**src/rtl/commit_trace_buffer.sv**
```systemverilog
// +----------------------------------------------------------------------+
// | Module      : commit_trace_buffer                                    |
// | Description : Writeback-commit trace recorder. Captures retired      |
// |               (pc, instruction, seq) triples into a circular buffer  |
// |               with wrap / stop-on-full modes, a pc-match trigger     |
// |               with post-trigger window, and retire/cycle counters    |
// |               with a cycle-budget timeout.                           |
// | Revision    : 1.0 - initial release                                  |
// +----------------------------------------------------------------------+
`default_nettype none

module commit_trace_buffer #(
  parameter int ADDR_W     = 32,
  parameter int INST_W     = 32,
  parameter int CNT_W      = 32,
  parameter int DEPTH      = 16,
  parameter int POST_TRIG  = 4,
  parameter int MAX_CYCLES = 8
) (
  input  logic                       clk,
  input  logic                       rst,
  input  logic                       wb_valid,
  input  logic [ADDR_W-1:0]          wb_pc,
  input  logic [INST_W-1:0]          wb_instruction,
  input  logic                       mode,
  input  logic                       trig_en,
  input  logic [ADDR_W-1:0]          trig_pc,
  input  logic                       rd_ready,
  output logic                       rd_valid,
  output logic [ADDR_W-1:0]          rd_pc,
  output logic [INST_W-1:0]          rd_instruction,
  output logic [CNT_W-1:0]           rd_seq,
  output logic [$clog2(DEPTH):0]     level,
  output logic                       overflow,
  output logic                       triggered,
  output logic                       done,
  output logic [CNT_W-1:0]           retired_cnt,
  output logic [CNT_W-1:0]           cycle_cnt,
  output logic                       timeout
);

  localparam int c_PTR_W = $clog2(DEPTH);
  localparam int c_LVL_W = c_PTR_W + 1;
  localparam int c_PST_W = (POST_TRIG > 0) ? $clog2(POST_TRIG + 1) : 1;
  localparam int c_ENT_W = ADDR_W + INST_W + CNT_W;

  localparam logic [c_LVL_W-1:0] c_FULL   = c_LVL_W'(DEPTH);
  localparam logic [c_PST_W-1:0] c_POST   = c_PST_W'(POST_TRIG);
  localparam logic [c_PST_W-1:0] c_PST_1  = c_PST_W'(1);
  localparam logic [CNT_W-1:0]   c_MAXCYC = CNT_W'(MAX_CYCLES);

  typedef enum logic [1:0] {
    ST_ARMED  = 2'd0,
    ST_POST   = 2'd1,
    ST_FROZEN = 2'd2
  } state_t;

  state_t               r_state;
  state_t               w_state_nxt;
  logic [c_PST_W-1:0]   r_post_cnt;
  logic [c_PST_W-1:0]   w_post_nxt;
  logic                 w_trig_set;

  logic [c_ENT_W-1:0]   r_mem [DEPTH];
  logic [c_PTR_W-1:0]   r_wr_ptr;
  logic [c_PTR_W-1:0]   r_rd_ptr;
  logic [c_LVL_W-1:0]   r_count;
  logic                 r_overflow;
  logic                 r_triggered;
  logic [CNT_W-1:0]     r_retired;
  logic [CNT_W-1:0]     r_cycles;

  logic                 w_cap_req;
  logic                 w_pop;
  logic                 w_full;
  logic                 w_drop;
  logic                 w_push;
  logic                 w_ovw;
  logic [c_ENT_W-1:0]   w_head;

  // A full buffer only blocks a capture in stop-on-full mode when no pop frees a slot.
  assign w_cap_req = wb_valid && (r_state != ST_FROZEN);
  assign w_pop     = rd_valid && rd_ready;
  assign w_full    = (r_count == c_FULL);
  assign w_drop    = w_cap_req && w_full && !w_pop && mode;
  assign w_push    = w_cap_req && !w_drop;
  assign w_ovw     = w_push && w_full && !w_pop;

  assign w_head         = r_mem[r_rd_ptr];
  assign rd_valid       = (r_count != '0);
  assign rd_pc          = w_head[c_ENT_W-1 -: ADDR_W];
  assign rd_instruction = w_head[CNT_W +: INST_W];
  assign rd_seq         = w_head[CNT_W-1:0];
  assign level          = r_count;
  assign overflow       = r_overflow;
  assign triggered      = r_triggered;
  assign retired_cnt    = r_retired;
  assign cycle_cnt      = r_cycles;
  assign timeout        = (r_cycles == c_MAXCYC);
  assign done           = (r_state == ST_FROZEN) || timeout;

  // Trace storage: written on every accepted capture, never cleared by reset.
  always_ff @(posedge clk) begin
    if (w_push) begin
      r_mem[r_wr_ptr] <= {wb_pc, wb_instruction, r_retired};
    end
  end

  // Pointers, occupancy and sticky overflow; an overwrite drags the read pointer along.
  always_ff @(posedge clk) begin
    if (rst) begin
      r_wr_ptr   <= '0;
      r_rd_ptr   <= '0;
      r_count    <= '0;
      r_overflow <= 1'b0;
    end else begin
      if (w_push) begin
        r_wr_ptr <= r_wr_ptr + 1'b1;
      end
      if (w_pop || w_ovw) begin
        r_rd_ptr <= r_rd_ptr + 1'b1;
      end
      if (w_push && !w_pop && !w_full) begin
        r_count <= r_count + 1'b1;
      end else if (w_pop && !w_push) begin
        r_count <= r_count - 1'b1;
      end
      if (w_ovw) begin
        r_overflow <= 1'b1;
      end
    end
  end

  // Saturating retire and cycle counters; retire counts even while frozen.
  always_ff @(posedge clk) begin
    if (rst) begin
      r_retired <= '0;
      r_cycles  <= '0;
    end else begin
      if (wb_valid && (r_retired != '1)) begin
        r_retired <= r_retired + 1'b1;
      end
      if (r_cycles != c_MAXCYC) begin
        r_cycles <= r_cycles + 1'b1;
      end
    end
  end

  // Capture-control state register with post-trigger countdown and sticky trigger flag.
  always_ff @(posedge clk) begin
    if (rst) begin
      r_state     <= ST_ARMED;
      r_post_cnt  <= '0;
      r_triggered <= 1'b0;
    end else begin
      r_state    <= w_state_nxt;
      r_post_cnt <= w_post_nxt;
      if (w_trig_set) begin
        r_triggered <= 1'b1;
      end
    end
  end

  // Next-state logic: trigger only in ARMED, countdown in POST, any dropped commit freezes.
  always_comb begin
    w_state_nxt = r_state;
    w_post_nxt  = r_post_cnt;
    w_trig_set  = 1'b0;
    case (r_state)
      ST_ARMED: begin
        if (w_drop) begin
          w_state_nxt = ST_FROZEN;
        end else if (w_push && trig_en && (wb_pc == trig_pc)) begin
          w_trig_set = 1'b1;
          if (POST_TRIG == 0) begin
            w_state_nxt = ST_FROZEN;
          end else begin
            w_state_nxt = ST_POST;
            w_post_nxt  = c_POST;
          end
        end
      end
      ST_POST: begin
        if (w_drop) begin
          w_state_nxt = ST_FROZEN;
        end else if (w_push) begin
          w_post_nxt = r_post_cnt - 1'b1;
          if (r_post_cnt == c_PST_1) begin
            w_state_nxt = ST_FROZEN;
          end
        end
      end
      ST_FROZEN: begin
        w_state_nxt = ST_FROZEN;
      end
      default: begin
        w_state_nxt = ST_ARMED;
      end
    endcase
  end

endmodule

`default_nettype wire

```
**config.mk**
```make
export PLATFORM = sky130hd
export DESIGN_NAME = commit_trace_buffer
export DESIGN_NICKNAME = d
export VERILOG_FILES = /design/src/rtl/commit_trace_buffer.sv
export SDC_FILE = /design/constraint.sdc
export NUM_CORES = 1
export LEC_CHECK = 0
export CAP_MARGIN = 15
export CORE_MARGIN = 4
export CORE_UTILIZATION = 65
export CTS_CLUSTER_DIAMETER = 80
export DETAILED_ROUTE_END_ITERATION = 16
export PLACE_DENSITY = 0.82
export RECOVER_POWER = 25
export SYNTH_ARGS = -nofsm -noshare
export SYNTH_HDL_FRONTEND = slang
export SYNTH_SLANG_ARGS = --single-unit
```
**constraint.sdc**
```tcl
create_clock -name clk -period 18 [get_ports clk]
set_input_delay 3.6 -clock clk [delete_from_list [all_inputs] [get_ports clk]]
set_output_delay 3.6 -clock clk [all_outputs]
set_load 0.01 [all_outputs]
```
Word level (Yosys, flattened, before mapping)

Memory sizes are Yosys's and may differ from the RTL's. A register that Yosys moved wholly into a read port is not among the register bits.
Index checks and enable logic that the tools add are counted.

Multipliers: 0
Bitwise gates (word level): 0
Multiplexer cells: 20
Add/sub/neg operators: 7
Reductions and logical operators: 26
Magnitude comparators: 0
Div/mod/pow operators: 0
Equality and inequality tests: 16
Shifts and indexed selects: 0

Operators with widths:

| operator                                                | number |
|---|---|
| adder 32 x 1 -> 32 bit (second input constant)          | 2 |
| == test 32 bit                                          | 1 |
| == test 32 x 4 -> 1 bit (second input constant)         | 1 |
| inequality test 32 bit (second input constant)          | 1 |
| inequality test 32 x 4 -> 1 bit (second input constant) | 1 |
| logical AND 1 bit                                       | 14 |
| two-way mux 3 bit                                       | 4 |
| two-way mux 2 bit                                       | 5 |
| two-way mux 5 bit                                       | 2 |
| inequality test 2 bit (second input constant)           | 5 |
| inequality test 3 bit (second input constant)           | 3 |
| adder 4 x 1 -> 4 bit (second input constant)            | 2 |
| two-way mux 4 bit                                       | 2 |
| one-hot mux 2 bit (3 select lines)                      | 1 |
| one-hot mux 3 bit (2 select lines)                      | 1 |
| adder 5 x 1 -> 5 bit (second input constant)            | 1 |
| == test 5 bit (second input constant)                   | 1 |
| two-way mux 1 bit                                       | 5 |
| AND reduction 5 bit                                     | 1 |
| nonzero test 5 bit                                      | 1 |
| subtractor 5 x 1 -> 5 bit (second input constant)       | 1 |
| logical NOT 1 bit                                       | 4 |
| nonzero test 2 bit                                      | 2 |
| == test 3 x 1 -> 1 bit (second input constant)          | 1 |
| 6 further kinds                                         | 7 |

ROM bits: 0
Bits in latches: 0
Register bits after elaboration: 84
Memory bits (writable): 1536
Output and inout bits: 170
Memories: 1

Memory list:

| memory | depth | bits a word | read ports | clocked after Yosys merged registers in | write ports | line | source |
|---|---|---|---|---|---|---|---|
| r_mem  | 16    | 96          | 1          | 1                                       | 1           | 64   | `logic [c_ENT_W-1:0] r_mem [DEPTH];` |

Depth between registers and ports, before layout

Gate-level depths: netlist of run 1.

Depth in word-level cells: 12
Depth in mapped cells: 11
Depth with buffers taken out: 11

Least setup slack after synthesis of run 1

No wires, ideal clock.

Kind: input to register
From: in wb_valid
To: mem r_mem[3][0] in the netlist's numbering (enable)
Library setup time: 668 ps
Buffers on the path: 2
Path slack: 6373 ps
Arrival time: 10959 ps
Stages on the path: 6
Path through: nand2b_1 -> buf_2 -> a31oi_2 -> clkbuf_1 -> nand2_1 -> nor3_1

Longest elaborated chain between the ends: 8

RTL lines:

| what                                      | line | source |
|---|---|---|
| from (decl)                               | 22   | `input logic wb_valid,` |
| logical AND 1 bit *                       | 82   | `assign w_cap_req = wb_valid && (r_state != ST_FROZEN);` |
| logical AND 1 bit (3 in a row)            | 85   | `assign w_drop = w_cap_req && w_full && !w_pop && mode;` |
| logical NOT 1 bit                         | 86   | `assign w_push = w_cap_req && !w_drop;` |
| logical AND 1 bit *                       | 86   |  |
| two-way mux 1 bit *                       | 104  | `if (w_push) begin` |
| two-way mux 1 bit (implied by the code) * | 105  | `r_mem[r_wr_ptr] <= {wb_pc, wb_instruction, r_retired};` |
| to (decl)                                 | 64   |  |

Every way passes the cells marked *; elsewhere a longest branch is shown, timed or not.

==> impl_metrics.tcl, run 1 <==
set metrics [dict create \
    syn_area_per_cell_um2 23.2 \
    final_antenna_net_count 0 \
    die-area_mm2 0.100 \
    violations "capacitance limit, slew limit" \
    die_x_um 317 \
    hold_class "flop to flop" \
    first_global_vias 33500 \
    worstPathRequired_ns 14.40 \
    design_area_mm2 0.0713 \
    synthCells 2677 \
    tns_ns 0 \
    synth-main-ff-cell "edfxtp_1" \
    rows 113 \
    leakagePower_nw 22.6 \
    cts_buffers 154 \
    drc_errors 0 \
    dpl-instance-area_mm2 0.0664 \
    place.gp.congestion 0.800 \
    ys_types 51 \
    crit_chain "buf_12 > buf_4 > buf_4 > mux4_2 > mux4_2 > clkdlybuf4s50_1" \
    crit_type "flop to output port" \
    syn_area_mm2 0.0621 \
    setup_viol 0 \
    cts.sinks 1624 \
    async_reset_ff_frac 0 \
    ys_ff_latch 1624 \
    synth_enable_flop_cells 1536 \
    grt_max_degree 186 \
    synthToLayoutAreaGrowth_pct 15.0 \
    clk_pin_slew_worst_paths_ns 0.06 \
    grt_antenna_before_repair 10 \
    via_per_inst 7.36 \
    htreeDepth 4 \
    synthTopCellsByArea "edfxtp_1, mux4_2, dfxtp_1" \
    cp-end-kind "output port" \
    clock_latency_ns 0.76 \
    wl_per_cell_um 38.4 \
    ir_worst_vdd_v 0.000119 \
    drt-total-wl_um 170000 \
    cts_tree "done" \
    drt-pass1-iter-count 6 \
    grt_pass1_wl_um 244000 \
    slowest_stage "buf_4" \
    worst-endpoint-arrival_ns 5.78 \
    skew_ns 0.0244 \
    drv_cap 1 \
    track_usage 0.345 \
    vias 32600 \
    max_stage_delay_ns 0.94 \
    post-synth-top-area-cell "edfxtp_1" \
    initial_core_util 0.654 \
    syn_nets 2797 \
    whs_ns 0.445 \
    status "finished with violations" \
    p_per_area_mw_per_mm2 128 \
    grt_overflow_total 0 \
    top_level_ports 272 \
    numPortBuffers 271 \
    drive_gt1_frac 0.246 \
    post-route-period-util 0.521 \
    startpoint_type "flop" \
    min_period_ns 9.38 \
    cts-hold-fix-buffers 0 \
    synth_top_area_frac 0.743 \
    drt_iter0_drc 5588 \
    finalMaxSlewViolations 89 \
    finalWorstSetupSlack_ns 8.62 \
    core-area_mm2 0.0949 \
    nets 3164 \
    post_cts_buffers 0 \
    max_freq_mhz 107 \
    worst_pin_slew_ns 4.14 \
    yosysSeqAreaShare 0.772 \
    pre_cts_ws_ns 8.63 \
    dp_hpwl_um 78200 \
    ys.warnings.count 0 \
    cts.path.max_buffers 3 \
    cts_resized 0 \
    die_y_um 317 \
    clockRootBuffer "clkbuf_16" \
    hold_viol 0 \
    relSlewSlack -1.76 \
    path_max_fanout 119 \
    grt_setup_unrepaired "false" \
]
[report_power, final]
| part | leakage (nW) | internal [mW] | switching (mW) |
|---|---|---|---|
| Sequential | 15.3 | 4.18 | 0.0675 |
| Combinational | 4.89 | 0.851 | 0.806 |
| Clock | 2.39 | 1.79 | 1.45 |
[routing by layer]
layer	up-vias	track usage	part of all wire
met1	16900	0.473	0.33
met4	10	0.133	0.042
met2	3110	0.554	0.51
met3	538	0.0813	0.12
li1	12100	-	-
met5	-	0	0.00038
[area by class of cell]
class,count,area [um^2]
multi-input combinational,908,13700
sequential,1624,47900
inverter,20,75.1
clock buffer,190,4160
antenna,4,10.0
tap,1265,1580
clock inverter,85,698
timing repair buffer,336,3240
fill,4527,23500
[layout by cell type, fill, tap and decap left out, drive strengths merged, types with 9 or more instances in the layout]
cell type,synthesis,layout
o21ai,13,13
nor2,95,95
buf,49,51
nand4,32,32
nand2,30,30
and3,12,12
edfxtp,1536,1536
dlygate4sd3,0,23
clkbuf,75,205
xor2,75,75
nor4,17,17
dfxtp,88,88
clkdlybuf4s50,0,247
bufinv,0,10
or3,9,9
a21oi,17,17
xnor2,17,17
nand3,26,26
clkinv,0,67
mux4,480,480
nor3,13,13
inv,20,24
ha,17,17
[path summary, 6_finish.rpt]
check / startpoint / endpoint / slack (ns) / depth (start not counted)
min reg2reg: triggered / triggered / 0.44 / 2
max: flop / rd_instruction[15] / 8.62 / 6
max reg2reg: r_state[0] / r_mem[9][47] / 13.03 / 8
min: triggered / triggered / 0.44 / 2
[critical path: cells and delay by family (launching register included)]
family / cells / cell delay [ns]
muxes: 2 / 1.20
buffers and inverters: 4 / 3.04
DFF: 1 / 0.53
[cell usage after synthesis (14+ instances only)]
cell type	count
a21oi_1	17
buf_2	42
clkbuf_1	74
dfxtp_1	88
edfxtp_1	1536
ha_1	17
inv_1	20
mux4_2	480
nand2_1	30
nand3_1	26
nand4_1	31
nor2_1	95
nor4_1	14
xnor2_1	17
xor2_1	75
[registers in the layout, indices dropped and copies added, names as in the netlist, named ones only]
name and flops:
cycle_cnt 32, level 5, overflow 1, r_mem 1536, r_post_cnt 3, r_rd_ptr 4
r_state 2, r_wr_ptr 4, retired_cnt 32, triggered 1
[through the flow]
stage	util	instances	power (mW)
finish	0.752	4432	9.14
global route	0.752	4429	9.41
CTS	0.752	4425	9.16
detailed placement	0.700	4150	5.93
global placement	0.700	4150	5.88
floorplan	-	2677	5.34
[logic make-up (layout without fill, tap and decap cells)]
kind of cell	Yosys count	in the layout	synth area share
AOI/OAI and AO/OA	48	48	0.00474
xor gates and xnor gates	92	92	0.0130
adders and majority gates	18	18	0.00375
buffers and inverters	145	631	0.00984
DFF	1624	1624	0.772
muxes	485	485	0.175
other	0	4	0
and+or+nand+nor	265	265	0.0219
(Power assumes the default switching activity.)
==> inputs of run 2 (changes only) <==
--- a/config.mk
+++ b/config.mk
@@ -7,10 +7,10 @@
 export LEC_CHECK = 0
 export CAP_MARGIN = 15
 export CORE_MARGIN = 4
-export CORE_UTILIZATION = 65
+export CORE_UTILIZATION = 54
 export CTS_CLUSTER_DIAMETER = 80
 export DETAILED_ROUTE_END_ITERATION = 16
-export PLACE_DENSITY = 0.82
+export PLACE_DENSITY = 0.72
 export RECOVER_POWER = 25
 export SYNTH_ARGS = -nofsm -noshare
 export SYNTH_HDL_FRONTEND = slang
==> constraint.sdc (replaced) <==
create_clock -name clk -period 8.1 [get_ports clk]
set_input_delay 1.62 -clock clk [delete_from_list [all_inputs] [get_ports clk]]
set_output_delay 1.62 -clock clk [all_outputs]
set_load 0.01 [all_outputs]
==> impl_metrics.tcl, run 2 (synthesis results as in run 1) <==
set metrics [dict create \
    hold_viol 0 \
    cts.path.max_buffers 3 \
    wl_per_cell_um 30.6 \
    cts.sinks 1624 \
    post_cts_buffers 0 \
    reg2regPathDepth 9 \
    grt_setup_unrepaired "false" \
    final_core_util 0.631 \
    vias 29600 \
    clk_pin_slew_worst_paths_ns 0.06 \
    finalNonFillerCells 4692 \
    hold_class "flop to flop" \
    fillerInstances 7498 \
    min_period_ns 5.73 \
    setup_viol 0 \
    cts-hold-fix-buffers 0 \
    max_freq_mhz 174 \
    leakagePower_nw 22.8 \
    place.gp.congestion 0.863 \
    worst_pin_slew_ns 4.18 \
    ir_worst_vdd_v 0.000250 \
    skew_ns 0.0242 \
    drv_cap 1 \
    die-area_mm2 0.120 \
    cts_tree "done" \
    drt-total-wl_um 144000 \
    die_x_um 347 \
    post-route-period-util 0.708 \
    clockRootBuffer "clkbuf_16" \
    cp-end-kind "output port" \
    largest_register_ffs 1536 \
    via_per_inst 6.31 \
    die_y_um 347 \
    dp_hpwl_um 77900 \
    crit_type "flop to output port" \
    final_antenna_net_count 0 \
    synthToLayoutAreaGrowth_pct 16.1 \
    grt_antenna_before_repair 8 \
    drt-pass1-iter-count 5 \
    htreeDepth 4 \
    power_mw 20.2 \
    status "finished with violations" \
    rows 124 \
    track_usage 0.241 \
    drc_errors 0 \
    nets 3169 \
    grt_overflow_total 0 \
    worstPathRequired_ns 6.48 \
    drt_iter0_drc 3246 \
    cts_buffers 160 \
    drive_gt1_frac 0.249 \
    violations "capacitance limit, slew limit" \
    worst-endpoint-arrival_ns 4.11 \
    relSlewSlack -1.79 \
    min_path_cells 2 \
    path_max_fanout 106 \
    cts_resized 0 \
    startpoint_type "flop" \
    tns_ns 0 \
    largest-register "r_mem" \
    place_inst 4399 \
    numPortBuffers 271 \
    core-area_mm2 0.114 \
    clock_latency_ns 0.76 \
    finalMaxSlewViolations 89 \
    final_cell_mix "edfxtp_1, mux4_2, clkdlybuf4s50_1, clkbuf_16, dfxtp_1" \
    grt_max_degree 135 \
    initial_core_util 0.543 \
    first_global_vias 30700 \
    top_level_ports 272 \
    grt_pass1_wl_um 212000 \
    p_per_area_mw_per_mm2 280 \
    mostFrequentLayoutCell "edfxtp_1" \
]
==> run 2: changes by cell type in the layout (fill, tap and decap cells not counted), moves of 4 or more <==
cell / change
buf_12: +7
clkbuf_8: +4
clkinv_2: -10
inv_6: +4
nor3_2: -4
nor3_4: +4
==> run 2: where the power goes <==
group	internal [mW]	switching, mW
combinational	1.87	1.66
sequential	9.30	0.122
clock	4.17	3.05
==> run 2: stage by stage <==
stage | setup WS, ns | instance area (um^2) | hold WS (ns)
finish | 2.37 | 72100 | 0.483
global route | 2.11 | 72100 | 0.532
CTS | 2.24 | 72100 | 0.486
detailed placement | 2.77 | 67000 | 0.467
global placement | 2.91 | 66800 | 0.470
floorplan | 1.03 | 62100 | 0.452
==> run 2: final timing paths <==
path	start	end	slack, ns
worst max-delay path	flop	rd_pc[30]	2.37
worst min-delay path	overflow	overflow	0.48
worst max register to register	r_state[0]	r_mem[3][72]	4.28
worst min register to register	overflow	overflow	0.48
==> run 2: area by class of cell <==
class                           count  area, um^2  share of cell area
Sequential cell                  1624       47900               0.665
Inverter                           20        75.1             0.00104
Tap cell                         1512        1890              0.0263
Timing Repair Buffer              335        3370              0.0467
Clock inverter                     87         831              0.0115
Clock buffer                      204        4290              0.0596
Multi-Input combinational cell    908       13700               0.190
Antenna cell                        2        5.00           0.0000695
==> run 2: layer usage <==
metal | up-vias | share of wire | track usage
li1 | 12100 | - | -
met1 | 16000 | 0.39 | 0.331
met2 | 1303 | 0.52 | 0.406
met3 | 233 | 0.068 | 0.0405
met4 | 6 | 0.025 | 0.0675
met5 | - | 0.00033 | 0
==> run 2: critical path, stage by stage, from the launching register on <==
cell and delay (ns):
dfxtp_4 0.81, buf_12 0.69, mux4_2 0.61, mux4_2 0.56, clkdlybuf4s50_1 0.53
